$ cat config.mk
export PLATFORM = sky130hd
export DESIGN_NAME = xps2rx
export DESIGN_NICKNAME = d
export VERILOG_FILES = /design/src/rtl/xps2rx.sv
export SDC_FILE = /design/constraint.sdc
export NUM_CORES = 1
export LEC_CHECK = 0
export BUFFER_PORTS_ARGS = -buffer_cell sky130_fd_sc_hd__buf_2
export CAP_MARGIN = 0
export CORE_UTILIZATION = 40
export CTS_CLUSTER_SIZE = 12
export DETAILED_ROUTE_END_ITERATION = 10
export HOLD_SLACK_MARGIN = 0.1
export PLACE_DENSITY = 0.6
export SKIP_CTS_REPAIR_TIMING = 1
export SYNTH_ARGS = -nofsm -noshare
export SYNTH_HDL_FRONTEND = slang
export SYNTH_SLANG_ARGS = --single-unit
export TNS_END_PERCENT = 1
$ cat constraint.sdc
create_clock -name clk -period 5 [get_ports clk]
set_input_delay 0.5 -clock clk [delete_from_list [all_inputs] [get_ports clk]]
set_output_delay 0.5 -clock clk [all_outputs]
set_load 0.02 [all_outputs]
$ cat src/rtl/xps2rx.sv
// PS/2 keyboard receiver: synchronises the PS/2 pins, deframes odd-parity bytes into a small FIFO, bus-polled.
// Optional PS2RX_BREAK_FILTER_EN drops 0xF0 break prefixes together with the byte that follows them.
module xps2rx #(
  parameter int unsigned DATA_W      = 32,
  parameter int unsigned FIFO_ADDR_W = 2,
  parameter int unsigned TIMEOUT_CYC = 200000
) (
  input  logic              clk,
  input  logic              rst,
  input  logic              sel,
  input  logic              we,
  input  logic              addr,
  input  logic [DATA_W-1:0] data_in,
  output logic [DATA_W-1:0] data_out,
  input  logic              ps2_clk,
  input  logic              ps2_data
);
  localparam int unsigned DEPTH = 1 << FIFO_ADDR_W;
  localparam int unsigned CNT_W = FIFO_ADDR_W + 1;
  localparam int unsigned TMO_W = $clog2(TIMEOUT_CYC + 1);

  typedef enum logic [1:0] {S_IDLE, S_DATA, S_PARITY, S_STOP} state_t;

  state_t             state, state_nxt;
  logic [2:0]         bit_cnt, bit_cnt_nxt;
  logic [7:0]         shreg, shreg_nxt;
  logic               par, par_nxt;
  logic [TMO_W-1:0]   tmo, tmo_nxt;
  logic               frame_ok_c, frame_err_c;

  logic               clk_s1, clk_s2, clk_d, dat_s1, dat_s2;
  logic               fall_c;

  logic [7:0]             mem [DEPTH];
  logic [FIFO_ADDR_W-1:0] wr_ptr, rd_ptr;
  logic [CNT_W-1:0]       count;
  logic                   err, ovf;
  logic                   wr_c, flush_c, clr_c, pop_c, push_c, do_push_c;
  logic                   full_c, not_empty_c;
  logic [7:0]             head_c;
  logic                   unused_c;

  // Pin synchronisers; idle level of the PS/2 bus is high
  always_ff @(posedge clk or negedge rst) begin
    if (!rst) begin
      clk_s1 <= 1'b1;
      clk_s2 <= 1'b1;
      clk_d  <= 1'b1;
      dat_s1 <= 1'b1;
      dat_s2 <= 1'b1;
    end else begin
      clk_s1 <= ps2_clk;
      clk_s2 <= clk_s1;
      clk_d  <= clk_s2;
      dat_s1 <= ps2_data;
      dat_s2 <= dat_s1;
    end
  end

  assign fall_c = clk_d & ~clk_s2;

  always_ff @(posedge clk or negedge rst) begin
    if (!rst) begin
      state   <= S_IDLE;
      bit_cnt <= '0;
      shreg   <= '0;
      par     <= 1'b0;
      tmo     <= '0;
    end else begin
      state   <= state_nxt;
      bit_cnt <= bit_cnt_nxt;
      shreg   <= shreg_nxt;
      par     <= par_nxt;
      tmo     <= tmo_nxt;
    end
  end

  // Deframer; the inter-edge timeout takes priority over a coincident edge
  always_comb begin
    state_nxt   = state;
    bit_cnt_nxt = bit_cnt;
    shreg_nxt   = shreg;
    par_nxt     = par;
    tmo_nxt     = '0;
    frame_ok_c  = 1'b0;
    frame_err_c = 1'b0;
    if (state != S_IDLE && tmo == TMO_W'(TIMEOUT_CYC)) begin
      state_nxt   = S_IDLE;
      frame_err_c = 1'b1;
    end else begin
      if (state != S_IDLE && !fall_c) tmo_nxt = tmo + TMO_W'(1);
      case (state)
        S_IDLE: begin
          if (fall_c && !dat_s2) begin
            state_nxt   = S_DATA;
            bit_cnt_nxt = '0;
          end
        end
        S_DATA: begin
          if (fall_c) begin
            shreg_nxt   = {dat_s2, shreg[7:1]};
            bit_cnt_nxt = bit_cnt + 3'd1;
            if (bit_cnt == 3'd7) state_nxt = S_PARITY;
          end
        end
        S_PARITY: begin
          if (fall_c) begin
            par_nxt   = dat_s2;
            state_nxt = S_STOP;
          end
        end
        S_STOP: begin
          if (fall_c) begin
            state_nxt = S_IDLE;
            if (dat_s2 && ^{shreg, par}) frame_ok_c  = 1'b1;
            else                         frame_err_c = 1'b1;
          end
        end
        default: state_nxt = S_IDLE;
      endcase
    end
  end

`ifdef PS2RX_BREAK_FILTER_EN
  logic skip, skip_nxt;

  // 0xF0 arms a one-shot skip of the following byte
  always_comb begin
    push_c   = 1'b0;
    skip_nxt = skip;
    if (frame_err_c || flush_c) begin
      skip_nxt = 1'b0;
    end else if (frame_ok_c) begin
      if (skip)                skip_nxt = 1'b0;
      else if (shreg == 8'hF0) skip_nxt = 1'b1;
      else                     push_c   = 1'b1;
    end
  end

  always_ff @(posedge clk or negedge rst) begin
    if (!rst) skip <= 1'b0;
    else      skip <= skip_nxt;
  end
`else
  assign push_c = frame_ok_c;
`endif

  assign wr_c        = sel & we & addr;
  assign flush_c     = wr_c & data_in[0];
  assign clr_c       = wr_c & data_in[1];
  assign not_empty_c = (count != '0);
  assign full_c      = (count == CNT_W'(DEPTH));
  assign pop_c       = sel & ~we & ~addr & not_empty_c;
  assign do_push_c   = push_c & (~full_c | pop_c) & ~flush_c;
  assign head_c      = not_empty_c ? mem[rd_ptr] : 8'h00;
  assign unused_c    = ^data_in[DATA_W-1:2];

  always_ff @(posedge clk or negedge rst) begin
    if (!rst) begin
      wr_ptr <= '0;
      rd_ptr <= '0;
      count  <= '0;
      err    <= 1'b0;
      ovf    <= 1'b0;
    end else begin
      if (flush_c) begin
        wr_ptr <= '0;
        rd_ptr <= '0;
        count  <= '0;
      end else begin
        if (do_push_c) wr_ptr <= wr_ptr + FIFO_ADDR_W'(1);
        if (pop_c)     rd_ptr <= rd_ptr + FIFO_ADDR_W'(1);
        if (do_push_c && !pop_c)      count <= count + CNT_W'(1);
        else if (!do_push_c && pop_c) count <= count - CNT_W'(1);
      end
      // A new event outranks a same-cycle sticky clear
      err <= (err & ~clr_c) | frame_err_c;
      ovf <= (ovf & ~clr_c) | (push_c & full_c & ~pop_c & ~flush_c);
    end
  end

  always_ff @(posedge clk) begin
    if (do_push_c) mem[wr_ptr] <= shreg;
  end

  always_comb begin
    data_out = '0;
    if (addr) data_out = DATA_W'(count);
    else      data_out = DATA_W'({err, ovf, not_empty_c, head_c});
  end
endmodule

==> results.tsv, run 1 <==
metric	value	unit
outcome	completed	
ys_top_cells_by_count	41 x dfrtp_1, 32 x edfxtp_1, 29 x nor2_1	
maxCapViolCount	0	
avgRoutedWirePerCell	13.5	um
n_fill_cell	874	
clock_latency	350	ps
root_buffer	clkbuf_8	
finClkSkew	18.3	ps
cts_buffers	9	
cts_tree	done	
power.density	484	nW/um^2
antennaDiodeCount	0	
power_leakage	1.73	nW
fin_crit_sh	62.5	%
grt_remaining_overflow	0	
post-place-ws	1900	ps
vias_per_cell	4.88	
synth_cell_types	52	
finalWorstSetupSlack	1880	ps
start_util	41.5	%
routabilityCongestion	0.785	
synthFlopType	dfrtp_1	
clk_pin_slew_worst_paths	80	ps
yosysMostFrequentCell	dfrtp_1	
grt_usage	14.4	%
synth_cells	309	
netlist.area_leader.share	26.6	%
grt_antenna_before_repair	0	
die_height	100	um
crit_required	5270	ps
dieArea	10000	um^2
ant_nets	0	
syn_avg_cell_area	12.5	um^2
maxSlewViolCount	0	
nets	382	
final.setup.tns	0	ps
die_w	100	um
syn_area	3850	um^2
first_pass_iters	6	
rows	35	
synthTopCellsByArea	dfrtp_1 27%, edfxtp_1 25%, mux4_2 4.7%, buf_4 4.1%, ha_1 3.9%	
core_area	9280	um^2
startpoint	state[0]	
crit_path_end_kind	flop	
min_from	ps2_clk	
crit_type	flop to flop	
ys_warn_count	0	
cts_sinks	78	
arrival	3390	ps
synth_edf_count	32	
worstReg2RegStart	state[0]	
htreeDepth	3	
finalSetupViolCount	0	
grt_start_max_net_pins	47	
area_delta_synth_final	7.86	%
relSlewSlack	32.5	%
hold_viol_final	0	
startpoint_type	flop	
max_freq	320	MHz
drt_iter0_drc	72	
rsz0062_at_grt	no	
layout-drive-gt1-share	19.4	%
dp_hpwl	4330	um
drc_errors	0	
routed_wl	6270	um
async_flop_share	59.0	%
vdd_ir_drop_max	0.000178	V
port_buffers	19	
yosys.area.top_type	dfrtp_1	
worstMarginPinSlew	1010	ps
ioPinCount	71	
vias	2264	
hold_class	primary input to flop	
seq_area_frac_synth	55.0	%
grt_pass1_wl	11000	um
ys_ff_latch	78	
worstPathMaxFanout	8	
grt_pass1_vias	2262	
clockBufferDepth	2	
min_period	3120	ps
stage by stage:
step                      cell area [um^2]  power [mW]  util, %  hold WS [ps]  instances
after global routing                  4160        2.16     44.8           208        464
after floorplan                       3930        1.49        -           204        329
after detailed placement              3990        1.63     43.0           349        448
final                                 4160        2.01     44.8           247        464
after CTS                             4160        2.05     44.8           224        464
after global placement                3990        1.62     43.0           346        448
final cells by class:
| type | count | area [um^2] | area share (%) |
|---|---|---|---|
| Timing Repair Buffer | 19 | 95.1 | 2.29 |
| Clock buffer | 10 | 128 | 3.07 |
| Tap cell | 129 | 161 | 3.88 |
| Clock inverter | 6 | 36.3 | 0.873 |
| Multi-Input combinational cell | 208 | 1570 | 37.7 |
| Sequential cell | 78 | 2120 | 51.0 |
| Inverter | 14 | 52.6 | 1.26 |
sequential cells by signal (all words and copies together) (netlist names), 2 cells and up:
signal,cells
count,3
bit_cnt,3
shreg,8
rd_ptr,2
wr_ptr,2
tmo,18
state,2
mem,32
cell usage in the layout, fill, tap and decap left out, drive strengths merged, types with 10 or more instances in the layout:
master,Yosys,layout
and2,10,10
buf,25,19
clkbuf,4,10
conb,1,21
dfrtp,41,41
edfxtp,32,32
ha,12,12
inv,14,16
mux2,10,10
nand2,14,14
nand3,13,13
nor2,29,29
xnor2,14,14
where the power goes:
part | internal, mW | switching, mW | total, mW
Sequential | 0.781 | 0.135 | 0.916
Clock | 0.180 | 0.227 | 0.407
Combinational | 0.343 | 0.347 | 0.689
logic make-up (layout without fill, tap and decap cells):
kind of cell / Yosys count / in the layout / share of synthesized area [%]
adder cells (fa/ha/maj): 13 / 13 / 4.42
other: 1 / 21 / 0.0973
AND/OR/NAND/NOR: 102 / 102 / 14.0
flip-flops: 78 / 78 / 55.0
buffers and inverters: 43 / 49 / 6.36
AO/OA/AOI/OAI: 28 / 28 / 5.33
multiplexers: 20 / 20 / 8.12
XOR/XNOR: 24 / 24 / 6.72
worst paths after layout:
check,to,slack [ps],cells past startpoint
worst max-delay path,count[2],1880,11
worst min-delay path,clk_s1,250,1
worst max register to register,count[2],1880,11
worst min register to register,clk_s2,360,0
max in group asynchronous,shreg[1],4040,1
min in group asynchronous,tmo[15],330,1
worst max-delay path: stages, from the launching register on:
cell	delay, ps
dfrtp_1	400
inv_1	80
ha_1	290
nor4_1	300
nand3_1	130
or2_0	410
and3_4	250
nor3b_2	170
and2_1	180
fa_1	400
o221a_1	230
a211oi_2	190
metal layers:
metal	global-route usage (%)	share of wire [%]	up-vias
met5	0	0	-
met3	5.08	4.2	7
met1	17.6	45	1118
met4	4.35	0.86	0
li1	-	-	1094
met2	24.0	50	45
Note: power is estimated with default switching activity, not from simulation.
==> run 2, diff against run 1 <==
--- a/config.mk
+++ b/config.mk
@@ -11,7 +11,7 @@
 export CTS_CLUSTER_SIZE = 12
 export DETAILED_ROUTE_END_ITERATION = 10
 export HOLD_SLACK_MARGIN = 0.1
-export PLACE_DENSITY = 0.6
+export PLACE_DENSITY = 0.62
 export SKIP_CTS_REPAIR_TIMING = 1
 export SYNTH_ARGS = -nofsm -noshare
 export SYNTH_HDL_FRONTEND = slang
==> constraint.sdc (replaced) <==
create_clock -name clk -period 2.8 [get_ports clk]
set_input_delay 0.28 -clock clk [delete_from_list [all_inputs] [get_ports clk]]
set_output_delay 0.28 -clock clk [all_outputs]
set_load 0.02 [all_outputs]
==> run 2 against run 1 <==
Final cell count rose by 4.5%; sequential share of layout area is 2.7 points lower; non-clock buffer count rose by 21; critical path type unchanged.
==> results.tsv, run 2 (synthesized netlist as in run 1, its figures left out) <==
metric	value	unit	change
outcome	completed		
htreeDepth	3		unchanged
avgRoutedWirePerCell	13.4	um	-0.84%
power_leakage	1.85	nW	+7.2%
ioPinCount	71		unchanged
core_area	9280	um^2	unchanged
relSlewSlack	31.6	%	-0.93 points
vias	2340		+3.4%
max_freq	378	MHz	+18%
nets	403		+5.5%
final_cell_mix	38 x dfrtp_1, 32 x edfxtp_1, 29 x nor2_1		
critPathMaxStageDelay	490	ps	+80 ps
worstPathMaxFanout	4		-4
crit_path_end_kind	flop		
port_buffers	19		unchanged
power	3.92	mW	+95%
grt_start_max_net_pins	47		unchanged
finClkSkew	10.5	ps	-7.77 ps
drt_iter0_drc	74		+2.8%
grt_pass1_wl	11000	um	+0.19%
grt_remaining_overflow	0		unchanged
antennaDiodeCount	0		unchanged
crit_type	flop to flop		
worstMarginPinSlew	1030	ps	+14.0 ps
vdd_ir_drop_max	0.000473	V	+170%
min_period	2650	ps	-477 ps
clk_pin_slew_worst_paths	90	ps	about the same
drc_errors	0		unchanged
clock_latency	350	ps	about the same
area_delta_synth_final	14.0	%	
power.density	893	nW/um^2	+84%
crit_chain	xnor2_2 > xnor3_2 > xnor2_4 > and3_4 > nor3b_4 > and2_4 > fa_2 > nand2_1 > o221a_1 > a211oi_2		
arrival	2910	ps	-480 ps
die_height	100	um	unchanged
rows	35		unchanged
layout-drive-gt1-share	26.4	%	+7.0 points
timing.hold.ws	106	ps	-141 ps
final.setup.tns	0	ps	unchanged
finalSetupViolCount	0		unchanged
dp_hpwl	4520	um	+4.3%
hold_class	primary input to asynchronous set/reset pin		
critPathSlowestCell	xnor3_2		
largest_reg_flops	32		unchanged
hold_viol_final	0		unchanged
dieArea	10000	um^2	unchanged
die_w	100	um	unchanged
routed_wl	6500	um	+3.7%
grt_usage	14.2	%	-0.21 points
cts_buffers	9		unchanged
cts_sinks	78		unchanged
final_util	47.3	%	+2.6 points
ant_nets	0		unchanged
first_pass_iters	4		-2
top_register	mem		
cts_tree	done		
fin_crit_sh	94.5	%	+32 points
final_common_cell	dfrtp_1		
routabilityCongestion	0.772		-1.7%
clockBufferDepth	2		unchanged
crit_required	3070	ps	-2200 ps
startpoint_type	flop		
final_area	4390	um^2	+5.7%
grt_antenna_before_repair	0		unchanged
dpl_cell_area	4120	um^2	+3.2%
maxSlewViolCount	0		unchanged
reg_top3	mem: 32 flops, tmo: 18 flops, shreg: 8 flops		
maxCapViolCount	0		unchanged
start_util	41.5	%	unchanged
grt_pass1_vias	2355		+4.1%
vias_per_cell	4.82		-1.1%
root_buffer	clkbuf_8		
run 2: worst max-delay path, delay by kind of cell (launching register included):
family                     cells  cell delay (ps)
DFF                            1              450
xor gates and xnor gates       3              830
AOI/OAI and AO/OA              2              430
adders and majority gates      1              210
and+or+nand+nor                4              640
run 2: report_power, final:
part	switching (mW)	internal (mW)	total [mW]	leakage (nW)
logic	0.706	0.753	1.46	0.860
registers	0.197	1.40	1.60	0.892
clock network	0.441	0.426	0.867	0.103
run 2: stage by stage:
stage	std cells	setup slack, ps
final	485	155
after global routing	485	-10.3
after CTS	481	7.30
after detailed placement	465	35.6
after global placement	465	56.6
after floorplan	329	9.28
run 2: worst paths after layout:
path | from | slack, ps | depth (start not counted) | endpoint
max | shreg[3] | 150 | 10 | count[2]
min | rst | 110 | 1 | tmo[3]
max reg2reg | shreg[3] | 150 | 10 | count[2]
min reg2reg | clk_s1 | 360 | 0 | clk_s2
max in group asynchronous | rst | 1980 | 1 | shreg[3]
min in group clk | data_in[1] | 290 | 3 | err
run 2: final cells by class:
cell class,count,area (um^2)
fillers,867,4890
flip-flops and latches,78,2120
multi-input cells,208,1600
repair buffers,40,258
well taps,129,161
clock buffers,9,124
clock inverters,7,80.1
inverters,14,52.6
run 2: routing by layer:
| metal | global-route usage, % | vias up | part of all wire, % |
|---|---|---|---|
| li1 | - | 1136 | - |
| met1 | 17.4 | 1163 | 44 |
| met2 | 24.8 | 34 | 51 |
| met3 | 3.97 | 7 | 3.2 |
| met4 | 3.34 | 0 | 1.0 |
| met5 | 0 | - | 0 |
